`src/rtl/jt51_kon_sched.sv`:
```
// Key-on scheduler: owns the 32-slot counter and buffers CPU key-on writes.
// Each write is committed at its channel's last operator slot so a channel's operators switch together.
module jt51_kon_sched #(
    parameter int FIFO_DEPTH = 4,
    parameter int LW         = 3
) (
    input  logic          clk,
    input  logic          rst_n,
    input  logic          cen,
    input  logic          wr_valid,
    output logic          wr_ready,
    input  logic [2:0]    wr_ch,
    input  logic [3:0]    wr_opmask,
    input  logic [2:0]    rd_ch,
    output logic [3:0]    rd_mask,
    output logic [LW:0]   fifo_level,
    output logic          busy,
    output logic [4:0]    slot_II,
    output logic          keyon_II,
    output logic          zero
);

    localparam int          PW       = (FIFO_DEPTH > 2) ? $clog2(FIFO_DEPTH) : 1;
    localparam logic [LW:0] FULL_LVL = (LW+1)'(FIFO_DEPTH);

    logic [4:0]    slot_cnt_r;
    logic [31:0]   kon_state_r;
    logic [2:0]    fifo_ch_r   [FIFO_DEPTH];
    logic [3:0]    fifo_mask_r [FIFO_DEPTH];
    logic [PW-1:0] wr_ptr_r;
    logic [PW-1:0] rd_ptr_r;
    logic [LW:0]   level_r;
    logic          ready_r;
    logic          busy_r;
    logic [4:0]    slot_ii_r;
    logic          keyon_ii_r;
    logic          zero_r;

    logic          push_s;
    logic          pop_s;
    logic [2:0]    head_ch_s;
    logic [3:0]    head_mask_s;
    logic [LW:0]   level_nxt_s;
    logic [31:0]   kon_nxt_s;

    // Handshake, commit detection and next FIFO level
    always_comb begin
        push_s      = wr_valid && ready_r;
        head_ch_s   = fifo_ch_r[rd_ptr_r];
        head_mask_s = fifo_mask_r[rd_ptr_r];
        // Slot {3,ch} is the last visit of the channel in a frame, so all four ops flip together
        pop_s       = cen && (level_r != '0) && (slot_cnt_r == {2'b11, head_ch_s});
        if (push_s && !pop_s) begin
            level_nxt_s = level_r + (LW+1)'(1);
        end else if (pop_s && !push_s) begin
            level_nxt_s = level_r - (LW+1)'(1);
        end else begin
            level_nxt_s = level_r;
        end
    end

    // Next key state: the head mask overwrites the four operator bits of its channel
    always_comb begin
        kon_nxt_s = kon_state_r;
        if (pop_s) begin
            for (int i = 0; i < 4; i++) begin
                kon_nxt_s[{2'(i), head_ch_s}] = head_mask_s[i];
            end
        end else begin
            kon_nxt_s = kon_state_r;
        end
    end

    // Slot counter and aligned serial output stage
    always_ff @(posedge clk) begin
        if (!rst_n) begin
            slot_cnt_r <= 5'd0;
            slot_ii_r  <= 5'd0;
            keyon_ii_r <= 1'b0;
            zero_r     <= 1'b0;
        end else if (cen) begin
            slot_ii_r  <= slot_cnt_r;
            keyon_ii_r <= kon_state_r[slot_cnt_r];
            zero_r     <= (slot_cnt_r == 5'd0);
            slot_cnt_r <= slot_cnt_r + 5'd1;
        end
    end

    // Committed key state
    always_ff @(posedge clk) begin
        if (!rst_n) begin
            kon_state_r <= 32'd0;
        end else begin
            kon_state_r <= kon_nxt_s;
        end
    end

    // FIFO storage
    always_ff @(posedge clk) begin
        if (!rst_n) begin
            for (int i = 0; i < FIFO_DEPTH; i++) begin
                fifo_ch_r[i]   <= 3'd0;
                fifo_mask_r[i] <= 4'd0;
            end
        end else if (push_s) begin
            fifo_ch_r[wr_ptr_r]   <= wr_ch;
            fifo_mask_r[wr_ptr_r] <= wr_opmask;
        end
    end

    // FIFO pointers, level and registered status flags
    always_ff @(posedge clk) begin
        if (!rst_n) begin
            wr_ptr_r <= '0;
            rd_ptr_r <= '0;
            level_r  <= '0;
            ready_r  <= 1'b1;
            busy_r   <= 1'b0;
        end else begin
            if (push_s) begin
                wr_ptr_r <= wr_ptr_r + PW'(1);
            end
            if (pop_s) begin
                rd_ptr_r <= rd_ptr_r + PW'(1);
            end
            level_r <= level_nxt_s;
            ready_r <= (level_nxt_s != FULL_LVL);
            busy_r  <= (level_nxt_s != '0);
        end
    end

    assign wr_ready   = ready_r;
    assign fifo_level = level_r;
    assign busy       = busy_r;
    assign slot_II    = slot_ii_r;
    assign keyon_II   = keyon_ii_r;
    assign zero       = zero_r;
    assign rd_mask    = {kon_state_r[{2'b11, rd_ch}], kon_state_r[{2'b10, rd_ch}],
                         kon_state_r[{2'b01, rd_ch}], kon_state_r[{2'b00, rd_ch}]};

endmodule

```
`config.mk`:
```
export PLATFORM = sky130hd
export DESIGN_NAME = jt51_kon_sched
export DESIGN_NICKNAME = d
export VERILOG_FILES = /design/src/rtl/jt51_kon_sched.sv
export SDC_FILE = /design/constraint.sdc
export NUM_CORES = 1
export LEC_CHECK = 0
export ABC_AREA = 0
export CAP_MARGIN = 20
export CORE_UTILIZATION = 58
export CTS_CLUSTER_DIAMETER = 30
export CTS_CLUSTER_SIZE = 30
export DETAILED_ROUTE_END_ITERATION = 16
export PLACE_DENSITY = 0.91
export SYNTH_ARGS = -nofsm -noshare
export SYNTH_HDL_FRONTEND = slang
export SYNTH_SLANG_ARGS = --single-unit
```
`constraint.sdc`:
```
create_clock -name clk -period 3 [get_ports clk]
set_input_delay 0.6 -clock clk [delete_from_list [all_inputs] [get_ports clk]]
set_output_delay 0.6 -clock clk [all_outputs]
set_load 0.02 [all_outputs]
```
# Word-level counts from Yosys, hierarchy flattened
# Memory sizes are Yosys's and may differ from the RTL's. A register that Yosys moved wholly into a read port is not among the register bits.
# Cells that the tools add are included.
totals:
  mem_count: 2
  ff_bits: 54
  out_inout_bits: 17
  in_bits: 14
  ramBits: 28
memory_table:
  columns: ["memory", "words", "word_bits", "rd", "rd_clocked_by_memory_dff", "write_ports", "line_no", "rtl"]
  rows:
  - ["fifo_mask_r", 4, 4, 1, 1, 4, "29", "logic [3:0] fifo_mask_r [FIFO_DEPTH];"]
  - ["fifo_ch_r", 4, 3, 1, 1, 4, "28", "logic [2:0] fifo_ch_r [FIFO_DEPTH];"]
op_classes:
  reduce_logical: 16
  n_eq_ne: 2
  muxes: 38
  n_addsub: 5
  order_cmp: 13
op_table:
  columns: ["op", "count"]
  rows:
  - ["$bwmux 32", 4]
  - ["$lt 5x6->1 const B", 5]
  - ["$mux 1", 15]
  - ["$bmux 1 s3", 4]
  - ["$demux 1 s3", 4]
  - ["$lt 3x6->1 const B", 2]
  - ["$lt 4x6->1 const B", 2]
  - ["$mux 2", 6]
  - ["$mux 4", 3]
  - ["$ge 5x1->1 const B", 2]
  - ["$logic_and 1x1->1", 9]
  - ["$reduce_bool 4->1", 2]
  - ["$add 5x1->5 const B", 1]
  - ["$bmux 1 s5", 1]
  - ["$eq 5x5->1", 1]
  - ["$logic_not 5->1", 1]
  - ["$add 2x1->2 const B", 2]
  - ["$add 4x1->4 const B", 1]
  - ["$ge 4x1->1 const B", 1]
  - ["$ne 4x3->1 const B", 1]
  - ["$reduce_or 4->1", 1]
  - ["$sub 4x1->4 const B", 1]
  - ["$ge 3x1->1 const B", 1]
  - ["$mux 3", 1]
  - ["2 further kinds", 3]

# Longest topological paths before layout
# Gate-level depths: netlist of run 1.
depth:
  word_depth: 8
  mapped_depth: 8
  depth_no_buf: 7

# Worst setup path before layout of run 1
# OpenSTA, ideal clock, no wires.
synth_path:
  path_kind: "input to output"
  from: "in rd_ch[0]"
  to: "out rd_mask[0]"
  arrival_time_ns: 1.892
  path_buffers: 1
  cell_stages: 3
  path_slack_ns: 0.508
  path_cell_list: "clkbuf_1 -> mux4_2 -> mux2_2"
synth_between:
  elab_chain_cells: 2
synth_lines:
  columns: ["item", "line_no", "rtl"]
  rows:
  - ["start: declaration", "14", "input logic [2:0] rd_ch,"]
  - ["$bmux 1 s3", "139", "kon_state_r[{2'b01, rd_ch}], kon_state_r[{2'b00, rd_ch}]};"]
  - ["$mux 1 (not written as such)", "139", null]
  - ["end: declaration", "15", "output logic [3:0] rd_mask,"]
# Every way passes these cells. The select of a mux whose other input is x is not followed.

# Worst setup path in the final report of run 1
# Same ends and word-level chain as after synthesis.

==> results of run 1 <==
==> state kept, by name (all words and copies together), names as in the netlist, named ones only <==
| signal | cells |
|---|---|
| kon_state_r | 32 |
| fifo_ch_r | 12 |
| keyon_II | 1 |
| wr_ptr_r | 2 |
| slot_II | 5 |
| wr_ready | 1 |
| fifo_level | 4 |
| busy | 1 |
| slot_cnt_r | 5 |
| zero | 1 |
| fifo_mask_r | 16 |
| rd_ptr_r | 2 |
==> cell usage after synthesis (all sizes together) (2+ instances only) <==
cell,number,area (sq um)
dfxtp,56,1120
nand2,54,203
mux2i,42,420
nor2,31,116
edfxtp,28,841
mux4,24,541
clkbuf,17,65.1
inv,16,60.1
and2,11,68.8
xnor2,9,105
nand3,7,45.0
nor3,7,96.3
o21ai,6,30.0
a21oi,5,25.0
buf,5,35.0
nand2b,5,31.3
nand4,5,37.5
ha,4,50.1
mux2,4,45.0
xor2,4,35.0
nor4,2,12.5
nor4b,2,17.5
o211a,2,20.0
o21a,2,15.0
==> worst max path at each step <==
stage,from,to,slack [ns],cells past startpoint
2_1_floorplan,rd_ch[0],rd_mask[0],0.51,3
3_3_place_gp,rd_ch[0],rd_mask[0],-0.16,5
3_5_place_dp,rd_ch[0],rd_mask[0],-0.17,5
4_1_cts,rd_ch[0],rd_mask[2],0.05,5
5_1_grt,rd_ch[0],rd_mask[0],0.01,5
6_report,rd_ch[0],rd_mask[0],0.06,5
==> final cells by class <==
| class | instances | share of cell area (%) |
|---|---|---|
| timing repair buffer | 37 | 7.58 |
| inverter | 16 | 1.26 |
| clock inverter | 4 | 1.08 |
| sequential | 84 | 41.3 |
| multi-input combinational | 241 | 43.4 |
| clock buffer | 12 | 2.95 |
| tap | 96 | 2.53 |
==> per-layer routing <==
layer | global-route usage [%] | routed length (um) | vias up | part of all wire (%)
li1 | - | - | 1354 | -
met1 | 31.1 | 3360 | 1365 | 40
met2 | 41.4 | 4270 | 98 | 51
met3 | 7.24 | 504 | 18 | 6.1
met4 | 8.64 | 182 | 0 | 2.2
met5 | 0 | 0 | - | 0
==> cell families after synthesis <==
family / share of synthesized area [%]
buffers and inverters: 3.84
AND/OR/NAND/NOR: 15.8
XOR/XNOR: 3.36
multiplexers: 24.1
adder cells (fa/ha/maj): 1.47
AO/OA/AOI/OAI: 4.32
flip-flops: 47.1
==> power breakdown <==
part / internal, W / leakage [nW] / switching (W)
sequential: 0.00122 / 0.745 / 0.0000371
clock: 0.000398 / 0.0970 / 0.000395
combinational: 0.000129 / 0.925 / 0.000162
==> critical path, cell delays in order <==
cell             delay (ns)
clkdlybuf4s50_1        0.50
buf_12                 0.14
mux4_2                 0.50
mux2_2                 0.28
dlygate4sd2_1          0.32
==> through the flow <==
stage                     hold WS (ns)  setup WS [ns]
after floorplan                  0.441          0.508
after global placement           0.457         -0.159
after detailed placement         0.463         -0.170
after CTS                        0.476         0.0473
after global routing             0.493         0.0101
final                            0.476         0.0558
==> repair_timing <==
action | 4_1_cts | 5_1_grt
gates cloned | 0 | 0
setup endpoints to repair | 4 | 5
gates resized for setup | 4 | 2
hold endpoints to repair | 0 | 0
==> out/metrics.yaml, run 1 <==
run_status:
  status: "complete, no violations"
pwr:
  power_w: 0.00234
  p_leak_nw: 1.77
  power_density_nw_per_um2: 492
  ir_drop_mv: 0.324
sta:
  setup_viol: 0
  fin_worst_skew_ns: 0.00846
  max-slew-margin-rel_pct: 27.4
  finalMaxSlewViolations: 0
  finalCritPeriodShare_pct: 98.1
  final-hold-violation-count: 0
  tns_ns: 0
  fmax_mhz: 340
  rsz0062_at_grt: "no"
  tightest_slew_ns: 1.08
  period_needed_ns: 2.94
worst_setup_path:
  worst_ep_arrival_time_ns: 2.34
  crit_path_max_fanout: 8
  ff2ff_path_depth: 5
  worstSetupEndpointType: "output port"
  cp.required_ns: 2.40
  critPathLaunchType: "input pin"
  critPathKind: "input pin to output port"
  r2r_end: "kon_state_r[24]$_SDFFE_PN0P_"
  r2r_setup_slack_ns: 0.26
route:
  viasPerCell: 5.79
  first_pass_iters: 4
  drtIter0Drc: 167
  wl_per_cell_um: 17.0
  num_vias: 2835
  drc: 0
  ant_nets: 0
  finalWirelength_um: 8320
cells_and_area:
  layout_common_cells: "dfxtp_1, nand2_1, mux2i_1, nor2_1, edfxtp_1"
  antenna_cells: 0
  layout-drive-gt1-share_pct: 16.0
  area_delta_synth_final_pct: 14.1
  regArea_sq_um: 1960
  multi_input_area_sq_um: 2060
  nets: 407
  fillerInstances: 490
  final_common_cell: "dfxtp_1"
  design_area_sq_um: 4760
  fin_util_pct: 69.2
  fin_cells: 490
synthesis:
  syn-num-nets: 381
  synthArstFlopShare_pct: 0
  yosys_register_bits: 84
  synth_area_sq_um: 4170
  syn_area_per_cell_sq_um: 11.5
  synthFlopType: "dfxtp_1"
  synthDistinctLibCells: 50
  seq_area_frac_synth_pct: 47.1
  yosys_warnings: 0
  netlist_instances: 363
  synth-edff-count: 28
placement:
  place_hpwl_um: 6080
  port_buffers: 30
  dpl_cell_area_sq_um: 4550
  gp_congestion: 0.885
  dpl.cell_count: 474
floorplan:
  dieArea_sq_um: 7530
  start_util_pct: 60.7
  die_w_um: 86.8
  fp-row-count: 30
  io_pins: 31
  fp.dieH_um: 86.8
  core_area_sq_um: 6870
flow_run:
  maxCapViolations: 0
worst_hold_path:
  whs_endpoint: "kon_state_r[13]$_SDFFE_PN0P_"
  hold_class: "register to register"
  min_from: "kon_state_r[13]$_SDFFE_PN0P_"
  min_path_cells: 2
global_routing:
  antenna_found_initial: 0
  grt_max_degree: 47
  grt_pass1_wl_um: 14000
  grt_usage_pct: 24.9
  overflow: 0
  grt_pass1_vias: 2830
clocking:
  cts_tree: "built"
  htree_levels: 3
  cts_hold_buf: 0
  cts-root-buf: "clkbuf_8"
  clock_path_buffers: 2
  cts_setup_buffers: 0
  clock_sinks: 84
  clk_pin_slew_worst_paths_ns: 0.08
  cts_buffers: 9
  clk_latency_ns: 0.36
Note: power is estimated with default switching activity, not from simulation.
==> run 2: changes to the inputs <==
--- a/config.mk
+++ b/config.mk
@@ -7,11 +7,12 @@
 export LEC_CHECK = 0
 export ABC_AREA = 0
 export CAP_MARGIN = 20
-export CORE_UTILIZATION = 58
+export CORE_UTILIZATION = 63
 export CTS_CLUSTER_DIAMETER = 30
 export CTS_CLUSTER_SIZE = 30
 export DETAILED_ROUTE_END_ITERATION = 16
-export PLACE_DENSITY = 0.91
+export PLACE_DENSITY = 0.95
+export RECOVER_POWER = 100
 export SYNTH_ARGS = -nofsm -noshare
 export SYNTH_HDL_FRONTEND = slang
 export SYNTH_SLANG_ARGS = --single-unit
==> constraint.sdc (replaced) <==
create_clock -name clk -period 3.7 [get_ports clk]
set_input_delay 0.74 -clock clk [delete_from_list [all_inputs] [get_ports clk]]
set_output_delay 0.74 -clock clk [all_outputs]
set_load 0.02 [all_outputs]
==> out/metrics.yaml, run 2 (synthesized netlist as in run 1, its figures left out) <==
cells_and_area:
  regMostFlops: "kon_state_r"
  nets: 406  # -0.25%
  fin_cells: 470  # -4.1%
  largest_register_ffs: 32  # unchanged
  regArea_sq_um: 1960  # unchanged
  layout-drive-gt1-share_pct: 14.2  # -1.7 points
  fillerInstances: 444  # -9.4%
  multi_input_area_sq_um: 2000  # -3.0%
  reg_top3: "kon_state_r (32), fifo_mask_r (16), fifo_ch_r (12)"
  antenna_cells: 0  # unchanged
  area_delta_synth_final_pct: 11.0
  layout_common_cells: "dfxtp_1, nand2_1, mux2i_1, nor2_1, edfxtp_1"
  final_common_cell: "dfxtp_1"
placement:
  place_hpwl_um: 6010  # -1.2%
  port_buffers: 30  # unchanged
  pre_cts_ws_ns: 0.220  # +0.390 ns
  dpl.cell_count: 454  # -4.2%
  gp_congestion: 0.876  # -1.1%
worst_setup_path:
  crit_slowest_cell: "clkdlybuf4s50_1"
  critPathKind: "input pin to output port"
  worst_ep_arrival_time_ns: 2.74  # +0.40 ns
  crit_chain: "clkdlybuf4s50_1 > buf_4 > mux4_2 > mux2_2 > clkdlybuf4s50_1"
  cp.required_ns: 2.96  # +0.56 ns
  critPathLaunchType: "input pin"
  worstSetupEndpointType: "output port"
  max_stage_delay_ns: 0.53  # +0.03 ns
  crit_path_max_fanout: 8  # unchanged
  crit_path_frequent_cell: "clkdlybuf4s50_1"
sta:
  rsz0062_at_grt: "no"
  max-slew-margin-rel_pct: 28.6  # +1.3 points
  finalCritPeriodShare_pct: 94.0
  finalMaxSlewViolations: 0  # unchanged
  fin_worst_skew_ns: 0.0145  # +0.00602 ns
  setup_viol: 0  # unchanged
  period_needed_ns: 3.48
  setup_ws_ns: 0.221  # +0.165 ns
  fmax_mhz: 287
  tns_ns: 0  # unchanged
  hold_ws_ns: 0.487  # +0.0113 ns
  final-hold-violation-count: 0  # unchanged
  tightest_slew_ns: 1.06  # -0.0186 ns
clocking:
  clk_pin_slew_worst_paths_ns: 0.09  # about the same
  cts_setup_buffers: 0  # unchanged
  htree_levels: 3  # unchanged
  clock_path_buffers: 2  # unchanged
  cts_buffers: 9  # unchanged
  clk_latency_ns: 0.36  # about the same
  clock_sinks: 84  # unchanged
  cts_hold_buf: 0  # unchanged
  cts_tree: "built"
  ctsResizeCount: 0  # -4
  cts-root-buf: "clkbuf_8"
run_status:
  status: "complete, no violations"
floorplan:
  fp-row-count: 29  # -3.3%
  io_pins: 31  # unchanged
  die_w_um: 83.3  # -4.0%
  dieArea_sq_um: 6950  # -7.8%
  fp.dieH_um: 83.3  # -4.0%
  start_util_pct: 65.3  # +4.6 points
  core_area_sq_um: 6390  # -7.0%
global_routing:
  grt_pass1_vias: 2838  # +0.28%
  use_met3_pct: 6.46  # -0.78 points
  grt_usage_pct: 25.4  # +0.52 points
  antenna_found_initial: 0  # unchanged
  grt_max_degree: 47  # unchanged
  use_met2_pct: 43.7  # +2.2 points
  met1_usage_pct: 31.1  # about the same
  grt_pass1_wl_um: 13700  # -2.1%
  overflow: 0  # unchanged
  top_usage_layer: "met2"
pwr:
  power_density_nw_per_um2: 394  # -20%
  seq_power_share_pct: 55.6  # +1.9 points
  p_sw_share_pct: 26.8  # +1.4 points
  comb_power_share_pct: 12.4  # about the same
  p_switching_w: 0.000489  # -18%
  ir_drop_mv: 0.338  # +4.2%
  clockPowerShare_pct: 32.0  # -1.9 points
  p_leak_nw: 1.71  # -3.4%
  intPower_w: 0.00134  # -24%
worst_hold_path:
  hold_class: "register to register"
route:
  drtIter0Drc: 164  # -1.8%
  wl_per_cell_um: 17.6  # +3.4%
  ant_nets: 0  # unchanged
  first_pass_iters: 4  # unchanged
  viasPerCell: 6.04  # +4.3%
  drc: 0  # unchanged
  num_vias: 2837  # +0.071%
  finalWirelength_um: 8250  # -0.83%
flow_run:
  maxCapViolations: 0  # unchanged
-- run 2: area by class of cell --
type	count	area share (%)
clock inverter	5	0.784
inverter	16	1.30
tap	77	2.08
timing repair buffer	36	7.30
sequential	84	42.4
clock buffer	11	2.87
multi-input combinational	241	43.3
-- run 2: critical path: cells and delay by family --
kind,cells,cell delay [ns]
muxes,2,0.80
buffers and inverters,3,1.19
-- run 2: per-layer routing --
metal / up-vias / wire, um / part of all wire, %
li1: 1346 / - / -
met1: 1412 / 3600 / 44
met2: 60 / 4160 / 50
met3: 19 / 317 / 3.8
met4: 0 / 174 / 2.1
met5: - / 0 / 0
-- run 2: final timing paths --
path | startpoint | end | cells after the start | slack (ns)
setup reg to reg | register | kon_state_r[14]$_SDFFE_PN0P_ | 5 | 0.43
hold / removal | kon_state_r[31]$_SDFFE_PN0P_ | kon_state_r[31]$_SDFFE_PN0P_ | 2 | 0.49
setup / recovery | rd_ch[0] | rd_mask[2] | 5 | 0.22
hold reg to reg | kon_state_r[31]$_SDFFE_PN0P_ | kon_state_r[31]$_SDFFE_PN0P_ | 2 | 0.49
-- run 2: power by group through the flow --
| stage | Clock, W | Combinational [W] | Sequential, W |
|---|---|---|---|
| global route | 0.000626 | 0.000245 | 0.00102 |
| detailed placement | 0 | 0.000233 | 0.00104 |
| finish | 0.000584 | 0.000226 | 0.00101 |
| floorplan | 0 | 0.000159 | 0.00104 |
| global placement | 0 | 0.000223 | 0.00103 |
| CTS | 0.000585 | 0.000233 | 0.00102 |
-- run 2: through the flow --
stage,util [%],instance area [sq um],total power [W]
after floorplan,-,4170,0.00120
after global placement,70.6,4510,0.00126
after detailed placement,70.6,4510,0.00127
after CTS,73.3,4680,0.00183
after global routing,72.4,4630,0.00189
final,72.4,4630,0.00182
